`src/rtl/ext_irq_arbiter_if.sv`:
```
// Register bus between exu and the external interrupt arbiter.
// Valid/ready with a fixed one-cycle response and no back-pressure.
interface ext_irq_arbiter_if #(
   parameter int XLEN = 32
);
   logic            i_valid;
   logic            i_wr;
   logic            i_rd;
   logic [XLEN-1:0] i_addr;
   logic [XLEN-1:0] i_wdata;
   logic [XLEN-1:0] o_rdata;
   logic            o_ready;

   modport master (
      output i_valid, i_wr, i_rd, i_addr, i_wdata,
      input  o_rdata, o_ready
   );

   modport slave (
      input  i_valid, i_wr, i_rd, i_addr, i_wdata,
      output o_rdata, o_ready
   );
endinterface

```
`src/rtl/ext_irq_arbiter.sv`:
```
// N-source external interrupt controller: synchronised gateways, pending/enable/priority/threshold
// registers, claim/complete protocol and a registered meip toward the CSR unit.
module ext_irq_arbiter #(
   parameter int               N_SRC  = 8,
   parameter int               PRIO_W = 3,
   parameter logic [N_SRC-1:0] EDGE   = '0,
   parameter int               XLEN   = 32
) (
   input  logic             clk,
   input  logic             rst,
   input  logic [N_SRC-1:0] i_src,
   ext_irq_arbiter_if.slave bus,
   output logic             o_meip,
   output logic [4:0]       o_claim_id
);

   localparam logic [5:0] W_PENDING   = 6'd0;
   localparam logic [5:0] W_ENABLE    = 6'd1;
   localparam logic [5:0] W_THRESHOLD = 6'd2;
   localparam logic [5:0] W_CLAIM     = 6'd3;
   localparam int         W_PRIO_BASE = 4;

   logic [N_SRC-1:0]  sync_q1, sync_q2, sync_d;
   logic [N_SRC-1:0]  pending, enable, in_service;
   logic [PRIO_W-1:0] threshold;
   logic [PRIO_W-1:0] prio [N_SRC];

   logic [N_SRC-1:0]  rise, claim_clr, cmp_clr, pend_nx, insvc_nx;
   logic [4:0]        win_id;
   logic [PRIO_W-1:0] win_prio;
   logic [5:0]        word;
   logic              do_wr, do_rd, claim, complete;
   logic [4:0]        cmp_id;
   logic [XLEN-1:0]   rd_val;

   assign word     = bus.i_addr[7:2];
   assign do_wr    = bus.i_valid & bus.i_wr;
   assign do_rd    = bus.i_valid & bus.i_rd & ~bus.i_wr;
   assign claim    = do_rd && (word == W_CLAIM);
   assign complete = do_wr && (word == W_CLAIM);
   assign cmp_id   = bus.i_wdata[4:0];
   assign rise     = sync_q2 & ~sync_d;

   // Ascending scan with strict compare leaves the lowest ID on a priority tie.
   always_comb begin
      win_id   = '0;
      win_prio = '0;
      for (int i = 0; i < N_SRC; i++) begin
         if (enable[i] && pending[i] && (prio[i] > threshold) && (prio[i] > win_prio)) begin
            win_id   = 5'(i + 1);
            win_prio = prio[i];
         end
      end
   end

   always_comb begin
      claim_clr = '0;
      cmp_clr   = '0;
      pend_nx   = '0;
      for (int i = 0; i < N_SRC; i++) begin
         claim_clr[i] = claim && (win_id == 5'(i + 1));
         cmp_clr[i]   = complete && (cmp_id == 5'(i + 1)) && in_service[i];
         // An edge arriving with the claim survives; a level source is gated by in-service instead.
         if (EDGE[i])
            pend_nx[i] = (pending[i] & ~claim_clr[i]) | rise[i];
         else
            pend_nx[i] = ~claim_clr[i] & (pending[i] | (sync_q2[i] & ~in_service[i]));
      end
      insvc_nx = (in_service | claim_clr) & ~cmp_clr;
   end

   always_comb begin
      rd_val = '0;
      case (word)
         W_PENDING:   rd_val = XLEN'({pending, 1'b0});
         W_ENABLE:    rd_val = XLEN'({enable, 1'b0});
         W_THRESHOLD: rd_val = XLEN'(threshold);
         W_CLAIM:     rd_val = XLEN'(win_id);
         default: begin
            for (int i = 0; i < N_SRC; i++)
               if (word == 6'(i + W_PRIO_BASE)) rd_val = XLEN'(prio[i]);
         end
      endcase
   end

   always_ff @(posedge clk) begin
      if (rst) begin
         sync_q1     <= '0;
         sync_q2     <= '0;
         sync_d      <= '0;
         pending     <= '0;
         enable      <= '0;
         in_service  <= '0;
         threshold   <= '0;
         o_meip      <= 1'b0;
         o_claim_id  <= '0;
         bus.o_ready <= 1'b0;
         bus.o_rdata <= '0;
         for (int i = 0; i < N_SRC; i++) prio[i] <= '0;
      end else begin
         sync_q1     <= i_src;
         sync_q2     <= sync_q1;
         sync_d      <= sync_q2;
         pending     <= pend_nx;
         in_service  <= insvc_nx;
         o_meip      <= (win_id != 5'd0);
         o_claim_id  <= win_id;
         bus.o_ready <= bus.i_valid;
         bus.o_rdata <= do_rd ? rd_val : '0;
         if (do_wr && (word == W_ENABLE))    enable    <= bus.i_wdata[N_SRC:1];
         if (do_wr && (word == W_THRESHOLD)) threshold <= bus.i_wdata[PRIO_W-1:0];
         for (int i = 0; i < N_SRC; i++)
            if (do_wr && (word == 6'(i + W_PRIO_BASE))) prio[i] <= bus.i_wdata[PRIO_W-1:0];
      end
   end

endmodule
```
`src/flat_wrapper.sv`:
```
// flat-port wrapper written by rule: the top's interface ports become plain ports
module ext_irq_arbiter_flat 
#(
   parameter int               N_SRC  = 8,
   parameter int               PRIO_W = 3,
   parameter logic [N_SRC-1:0] EDGE   = '0,
   parameter int               XLEN   = 32
)
  (clk, rst, i_src, o_meip, o_claim_id, bus_i_valid, bus_i_wr, bus_i_rd, bus_i_addr, bus_i_wdata, bus_o_rdata, bus_o_ready);
  ext_irq_arbiter_if #(.XLEN(XLEN)) bus_i ();
  input  logic clk;
  input  logic rst;
  input  logic [N_SRC-1:0] i_src;
  output logic o_meip;
  output logic [4:0] o_claim_id;
  input wire logic [$bits(bus_i.i_valid)-1:0] bus_i_valid;
  input wire logic [$bits(bus_i.i_wr)-1:0] bus_i_wr;
  input wire logic [$bits(bus_i.i_rd)-1:0] bus_i_rd;
  input wire logic [$bits(bus_i.i_addr)-1:0] bus_i_addr;
  input wire logic [$bits(bus_i.i_wdata)-1:0] bus_i_wdata;
  output wire logic [$bits(bus_i.o_rdata)-1:0] bus_o_rdata;
  output wire logic [$bits(bus_i.o_ready)-1:0] bus_o_ready;
  assign bus_i.i_valid = bus_i_valid;
  assign bus_i.i_wr = bus_i_wr;
  assign bus_i.i_rd = bus_i_rd;
  assign bus_i.i_addr = bus_i_addr;
  assign bus_i.i_wdata = bus_i_wdata;
  assign bus_o_rdata = bus_i.o_rdata;
  assign bus_o_ready = bus_i.o_ready;
  ext_irq_arbiter #(.N_SRC(N_SRC), .PRIO_W(PRIO_W), .EDGE(EDGE), .XLEN(XLEN)) u_core (.clk(clk), .rst(rst), .i_src(i_src), .bus(bus_i), .o_meip(o_meip), .o_claim_id(o_claim_id));
endmodule
```
`config.mk`:
```
export PLATFORM = sky130hd
export DESIGN_NAME = ext_irq_arbiter_flat
export DESIGN_NICKNAME = d
export VERILOG_FILES = /design/src/rtl/ext_irq_arbiter_if.sv /design/src/rtl/ext_irq_arbiter.sv /design/src/flat_wrapper.sv
export SDC_FILE = /design/constraint.sdc
export NUM_CORES = 1
export LEC_CHECK = 0
export CORE_MARGIN = 2
export CORE_UTILIZATION = 45
export DETAILED_ROUTE_END_ITERATION = 6
export GPL_TIMING_DRIVEN = 0
export PLACE_DENSITY = 0.8
export SYNTH_ARGS = -nofsm -noshare
export SYNTH_HDL_FRONTEND = slang
export SYNTH_SLANG_ARGS = --single-unit
```
`constraint.sdc`:
```
create_clock -name clk -period 23.7 [get_ports clk]
set_input_delay 2.37 -clock clk [delete_from_list [all_inputs] [get_ports clk]]
set_output_delay 2.37 -clock clk [all_outputs]
set_load 0.005 [all_outputs]
```
-- Word-level counts from Yosys, hierarchy flattened
Memory sizes are Yosys's and may differ from the RTL's.
Cells that the tools add are included.
- add/subtract/negate cells: 0
- $mul: 0
- divide/modulo/power cells: 0
- $lt $le $gt $ge: 16
- eq/ne operators: 27
- shift operators: 0
- muxes and demuxes: 58
- bitwise operators: 56
- reduce and logical (&&, ||, !) cells: 63
- operator list (operator ; number):
    $pmux W32 S4 ; 1
    $mux W3 ; 27
    $logic_and A1 B1 Y1 ; 60
    $gt A3 B3 Y1 ; 15
    $mux W1 ; 27
    $eq A6 B3 Y1 const B ; 4
    $eq A6 B4 Y1 const B ; 4
    $eq A5 B3 Y1 const B ; 4
    $and A1 B1 Y1 ; 19
    $not A1 Y1 ; 18
    $eq A4 B3 Y1 const B ; 4
    $or A1 B1 Y1 ; 16
    $eq A6 B2 Y1 const B ; 2
    $eq A5 B2 Y1 const B ; 2
    $and A8 B8 Y8 ; 1
    $eq A4 B2 Y1 const B ; 2
    $not A8 Y8 ; 1
    $or A8 B8 Y8 ; 1
    $eq A6 B1 Y1 const B ; 1
    $logic_not A6 Y1 ; 1
    $eq A5 B1 Y1 const B ; 1
    $eq A5 B4 Y1 const B ; 1
    $reduce_bool A5 Y1 ; 1
    $eq A4 B1 Y1 const B ; 1
    5 further kinds ; 6
- bits in registers: 82
- bits in latches: 0
- RAM bits: 24
- memory bits (read-only): 0
- bits of input ports: 77
- logic and storage cells: 231
- memories: 1
- memory list (memory ; words ; width ; rd ports ; clocked after memory_dff ; write ports ; RTL line ; RTL):
    u_core.prio ; 8 ; 3 ; 8 ; 0 ; 8 ; ext_irq_arbiter.sv:26 ; logic [PRIO_W-1:0] prio [N_SRC];

-- Depth between registers and ports, before layout
An unclocked memory read counts as a cell.
- depth after elaboration: 30
- mapped depth: 55
- depth with buffers taken out: 54

-- Worst setup path after synthesis
Ideal clock, no wire load.
- kind: register to register
- start: register u_core.threshold[1]
- end: register u_core.in_service[0]
- arrival: 10.580 ns
- required time: 23.642 ns
- path slack: 13.062 ns
- stages on the path, launching flop included: 51
- buffers on the path: 1
- cell sequence: dfxtp_1 -> inv_1 -> ha_1 -> nor2b_1 -> o311a_1 -> nand2_1 -> ha_1 -> nor2b_1 -> o311a_1 -> nand2_1 -> mux2_2 -> ha_1 -> nand3_1 -> nand4_1 -> or2_1 -> clkbuf_1 -> mux2_2 -> ha_1 -> (+15 left out) -> a32o_1 -> o31ai_1 -> o211ai_2 -> mux2_4 -> ha_1 -> nand3_1 -> nand4_1 -> nor3_1 -> inv_1 -> mux2_4 -> ha_1 -> nand3_1 -> nand4_1 -> a221oi_1 -> or2_2 -> or3_1 -> nor4_1 -> o21a_1
- longest elaborated chain between the ends: 29
- elaborated cells on any way between the ends: 50
- those cells by class: order compare: 15; eq/ne: 1; mux: 15; bitwise: 2; reduce/logical: 17
- ends and longest elaborated chain (what ; RTL line ; RTL):
    from (decl) ; ext_irq_arbiter.sv:25 ; logic [PRIO_W-1:0] threshold;
    from (signal assigned) ; ext_irq_arbiter.sv:111 ; if (do_wr && (word == W_THRESHOLD)) threshold <= bus.i_wdata[PRIO_W-1:0];
    $gt A3 B3 Y1 ; ext_irq_arbiter.sv:49 ; if (enable[i] && pending[i] && (prio[i] > threshold) && (prio[i] > win_prio)) begin
    $logic_and A1 B1 Y1 (2 in a row) ; ext_irq_arbiter.sv:49 ;
    $mux W3 ; ext_irq_arbiter.sv:49 ;
    $gt A3 B3 Y1 ; ext_irq_arbiter.sv:49 ;
    $logic_and A1 B1 Y1 ; ext_irq_arbiter.sv:49 ;
    $mux W3 ; ext_irq_arbiter.sv:49 ;
    $gt A3 B3 Y1 ; ext_irq_arbiter.sv:49 ;
    $logic_and A1 B1 Y1 ; ext_irq_arbiter.sv:49 ;
    (+12 left out) ; -- ;
    $mux W3 ; ext_irq_arbiter.sv:49 ;
    $gt A3 B3 Y1 ; ext_irq_arbiter.sv:49 ;
    $logic_and A1 B1 Y1 ; ext_irq_arbiter.sv:49 ;
    $mux W4 (*) ; ext_irq_arbiter.sv:49 ;
    $eq A4 B1 Y1 (*) ; ext_irq_arbiter.sv:61 ; claim_clr[i] = claim && (win_id == 5'(i + 1));
    $logic_and A1 B1 Y1 (*) ; ext_irq_arbiter.sv:61 ;
    $or A8 B8 Y8 (*) ; ext_irq_arbiter.sv:69 ; insvc_nx = (in_service | claim_clr) & ~cmp_clr;
    $and A8 B8 Y8 (*) ; ext_irq_arbiter.sv:69 ;
    to (signal assigned) ; ext_irq_arbiter.sv:105 ; in_service <= insvc_nx;
    to (decl) ; ext_irq_arbiter.sv:24 ; logic [N_SRC-1:0] pending, enable, in_service;
Every way passes the cells marked *; elsewhere a longest branch is shown, timed or not.
A chain may end at the register's enable or synchronous reset.

-- Worst setup path after layout
- start: register u_core.threshold[1]
- end: register u_core.pending[3]
- longest elaborated chain between the ends: 29
- elaborated cells on any way between the ends: 50
- those cells by class: order compare: 15; eq/ne: 1; mux: 15; bitwise: 2; reduce/logical: 17
- ends and longest elaborated chain (what ; RTL line ; RTL):
    $gt A3 B3 Y1 ; ext_irq_arbiter.sv:49 ;
    $logic_and A1 B1 Y1 (2 in a row) ; ext_irq_arbiter.sv:49 ;
    $mux W3 ; ext_irq_arbiter.sv:49 ;
    $gt A3 B3 Y1 ; ext_irq_arbiter.sv:49 ;
    $logic_and A1 B1 Y1 ; ext_irq_arbiter.sv:49 ;
    $mux W3 ; ext_irq_arbiter.sv:49 ;
    $gt A3 B3 Y1 ; ext_irq_arbiter.sv:49 ;
    $logic_and A1 B1 Y1 ; ext_irq_arbiter.sv:49 ;
    (+12 left out) ; -- ;
    $mux W3 ; ext_irq_arbiter.sv:49 ;
    $gt A3 B3 Y1 ; ext_irq_arbiter.sv:49 ;
    $logic_and A1 B1 Y1 ; ext_irq_arbiter.sv:49 ;
    $mux W4 (*) ; ext_irq_arbiter.sv:49 ;
    $eq A4 B3 Y1 (*) ; ext_irq_arbiter.sv:61 ;
    $logic_and A1 B1 Y1 (*) ; ext_irq_arbiter.sv:61 ;
    $not A1 Y1 (*) ; ext_irq_arbiter.sv:67 ; pend_nx[i] = ~claim_clr[i] & (pending[i] | (sync_q2[i] & ~in_service[i]));
    $and A1 B1 Y1 (*) ; ext_irq_arbiter.sv:67 ;
    to (signal assigned) ; ext_irq_arbiter.sv:104 ; pending <= pend_nx;
    to (decl) ; ext_irq_arbiter.sv:24 ;
Marked as above.

==> impl_metrics.json <==
{
  "synthesis.area_um2": 4930,
  "synth.lib_cells_used.distinct": 57,
  "finalSetupTns_ns": 0,
  "maxCapViolations": 0,
  "design.portCount": 116,
  "ys_dominant_reg_cell": "sky130_fd_sc_hd__dfxtp_1",
  "postRouteAntennaNets": 0,
  "min_path_type": "reg -> reg",
  "final_hold_viol_count": 0,
  "crit_path_frequent_cell": "sky130_fd_sc_hd__ha_1",
  "worst-endpoint-required_ns": 23.97,
  "wirelength_um": 13300,
  "synth_xor_xnor_area_share_pct": 0,
  "setup_viol_count_final": 0,
  "mostFrequentLayoutCells": "sky130_fd_sc_hd__dfxtp_1 (58), sky130_fd_sc_hd__nor2_1 (55), sky130_fd_sc_hd__ha_1 (41)",
  "status": "finished, final reports clean",
  "nets": 737,
  "synth_compound_gate_area_share_pct": 15.9,
  "synth_seq_cells": 82,
  "postCtsSetupRepairBufs": 0,
  "ys.warnings.count": 0,
  "drt-initial-drc-count": 391,
  "cts-root-buf": "sky130_fd_sc_hd__clkbuf_8",
  "start_kind": "register",
  "dp.final_hpwl_um": 10100,
  "cpLargestDelayFamily": "compound AO/OA/AOI/OAI gates",
  "slew_headroom_pct": 35.6,
  "tightest_slew_ns": 0.961,
  "wl_per_cell_um": 17.4,
  "synth_top_family_by_area": "simple AND/OR/NAND/NOR gates",
  "grt_pass1_wl_um": 20900,
  "largest_fanout_of_any_net_on_the_critical_path": 9,
  "drc_errors": 0,
  "power_per_cell_area_nw_per_um2": 52.5,
  "fp-row-count": 38,
  "cts_num_sinks": 82,
  "place.port_buffers": 40,
  "period_needed_ns": 13.04,
  "cts-resized-gates": 0,
  "ys_async_sr_fraction_pct": 0,
  "initial_util_pct": 45.9,
  "area_growth_pct": 18.5,
  "via_per_inst": 5.78,
  "clock_insertion_delay_worst_skew_ns": 0.35,
  "crit_type": "reg -> reg",
  "die_w_um": 109,
  "fp.coreArea_um2": 10700,
  "netlist_instances": 545,
  "die_h_um": 109,
  "final-max-slew-violation-count": 0,
  "max_clock_freq_ghz": 0.0767,
  "path_buf_inv": 3,
  "period_share_pct": 55.0,
  "multi_input_comb_area_um2": 2780,
  "die-area_um2": 11800,
  "synth_simple_gate_area_share_pct": 21.1,
  "cp_slowest_cell": "sky130_fd_sc_hd__a221oi_1",
  "final.fill_count": 943,
  "cts_tree": "yes",
  "synth.area.mux_share_pct": 7.03,
  "drive_above_1_share_pct": 9.94,
  "grt.overflow.total": 0,
  "synth_edf_count": 24,
  "vias_in_the_first_global_route": 4259,
  "dr_total_vias": 4418,
  "grt_max_degree": 17,
  "final_std_cell_area_no_fill_um2": 5840,
  "critPathCaptureType": "register",
  "most_frequent_standard_cell_in_the_layout_excluding_fill_and_tap_cells": "sky130_fd_sc_hd__dfxtp_1",
  "crit_path_max_incr_delay_ns": 0.81,
  "post_synth_fa_ha_maj_area_fraction_pct": 10.4,
  "clkTransAtPathRegs_ns": 0.09,
  "htreeDepth": 3,
  "synth_seq_area_share_pct": 38.2,
  "syn-mean-instance-area_um2": 9.05,
  "timing.clock.skew_ns": 0.00849,
  "power.total_w": 0.000307,
  "cts-buffers-inserted": 9,
  "gp_congestion": 0.928,
  "placed_area_um2": 5600,
  "cts_max_path_buffers": 2,
  "worst-endpoint-arrival_ns": 13.31,
  "drt-pass1-iter-count": 5,
  "cts_hold_repair.buffers": 0,
  "n_antenna_cell": 0,
  "grt.total_usage_pct": 23.2,
  "grt_setup_unrepaired": "false",
  "vdd.ir_drop.worst_mv": 0.0515,
  "p_leak_nw": 2.32,
  "sequential_cell_area_um2": 1880,
  "initial_antenna_violation_count": 0
}
## registers in the layout, indices dropped and copies added (netlist names)
| register | flops |
|---|---|
| u_core.in_service | 8 |
| u_core.o_claim_id | 4 |
| u_core.sync_q1 | 8 |
| u_core.sync_q2 | 8 |
| u_core.prio | 24 |
| u_core.bus.o_rdata | 9 |
| u_core.threshold | 3 |
| u_core.pending | 8 |
| u_core.enable | 8 |
| u_core.o_meip | 1 |
| u_core.bus.o_ready | 1 |
## synthesized netlist by cell type (12+ instances only)
| master | instances | area (µm²) |
|---|---|---|
| sky130_fd_sc_hd__a21oi_1 | 34 | 170 |
| sky130_fd_sc_hd__a31oi_1 | 14 | 87.6 |
| sky130_fd_sc_hd__buf_4 | 24 | 180 |
| sky130_fd_sc_hd__clkbuf_1 | 15 | 56.3 |
| sky130_fd_sc_hd__dfxtp_1 | 58 | 1160 |
| sky130_fd_sc_hd__edfxtp_1 | 24 | 721 |
| sky130_fd_sc_hd__ha_1 | 41 | 513 |
| sky130_fd_sc_hd__inv_1 | 34 | 128 |
| sky130_fd_sc_hd__mux2i_1 | 20 | 200 |
| sky130_fd_sc_hd__nand2_1 | 28 | 105 |
| sky130_fd_sc_hd__nand2b_1 | 12 | 75.1 |
| sky130_fd_sc_hd__nand3_1 | 25 | 125 |
| sky130_fd_sc_hd__nor2_1 | 55 | 206 |
| sky130_fd_sc_hd__nor2b_1 | 28 | 175 |
| sky130_fd_sc_hd__nor3_1 | 16 | 80.1 |
| sky130_fd_sc_hd__o21ai_0 | 15 | 75.1 |
## power breakdown
| part | total, W | internal, W | switching [W] |
|---|---|---|---|
| combinational | 0.0000344 | 0.0000164 | 0.0000180 |
| clock | 0.000119 | 0.0000637 | 0.0000551 |
| sequential | 0.000154 | 0.000149 | 0.00000476 |
## cells by family (layout without fill, tap and decap cells)
kind of cell	after synthesis	in the layout
AO/OA/AOI/OAI	115	115
other	1	24
flip-flops	82	82
multiplexers	29	29
adder cells (fa/ha/maj)	41	41
AND/OR/NAND/NOR	204	204
buffers and inverters	73	129
## stage by stage
step | cells | hold WS (ns) | utilization, % | worst slack, ns
final | 764 | 0.441 | 54.4 | 10.66
after detailed placement | 748 | 0.420 | 52.1 | 10.84
after floorplan | 568 | 0.414 | - | 13.06
after global routing | 764 | 0.458 | 54.4 | 9.73
after CTS | 764 | 0.441 | 54.4 | 10.82
after global placement | 748 | 0.417 | 52.1 | 11.20
## cell type report
type                    count  area share, %
clock inverters             5           1.20
plain buffers              39           4.05
flip-flops and latches     82           32.2
repair buffers             40           6.85
multi-input cells         413           47.5
inverters                  34           2.18
well taps                 140           3.00
clock buffers              11           2.98
## final timing paths
kind                       startpoint                end  slack [ns]  cells after the start
setup / recovery  u_core.threshold[1]  u_core.pending[3]       10.66                     50
hold / removal      u_core.sync_q1[7]  u_core.sync_q2[7]        0.44                      1
setup reg to reg  u_core.threshold[1]  u_core.pending[3]       10.66                     50
hold reg to reg     u_core.sync_q1[7]  u_core.sync_q2[7]        0.44                      1
## per-layer routing
metal / GRT usage, % / up-vias / part of all wire, % / wire [µm]
met5: 0 / - / 0 / 0
met1: 28.4 / 2062 / 41 / 5420
met2: 38.8 / 230 / 47 / 6290
met3: 5.68 / 42 / 8.2 / 1090
li1: - / 2084 / - / -
met4: 9.80 / 0 / 3.5 / 463
Note: power is estimated with default switching activity, not from simulation.
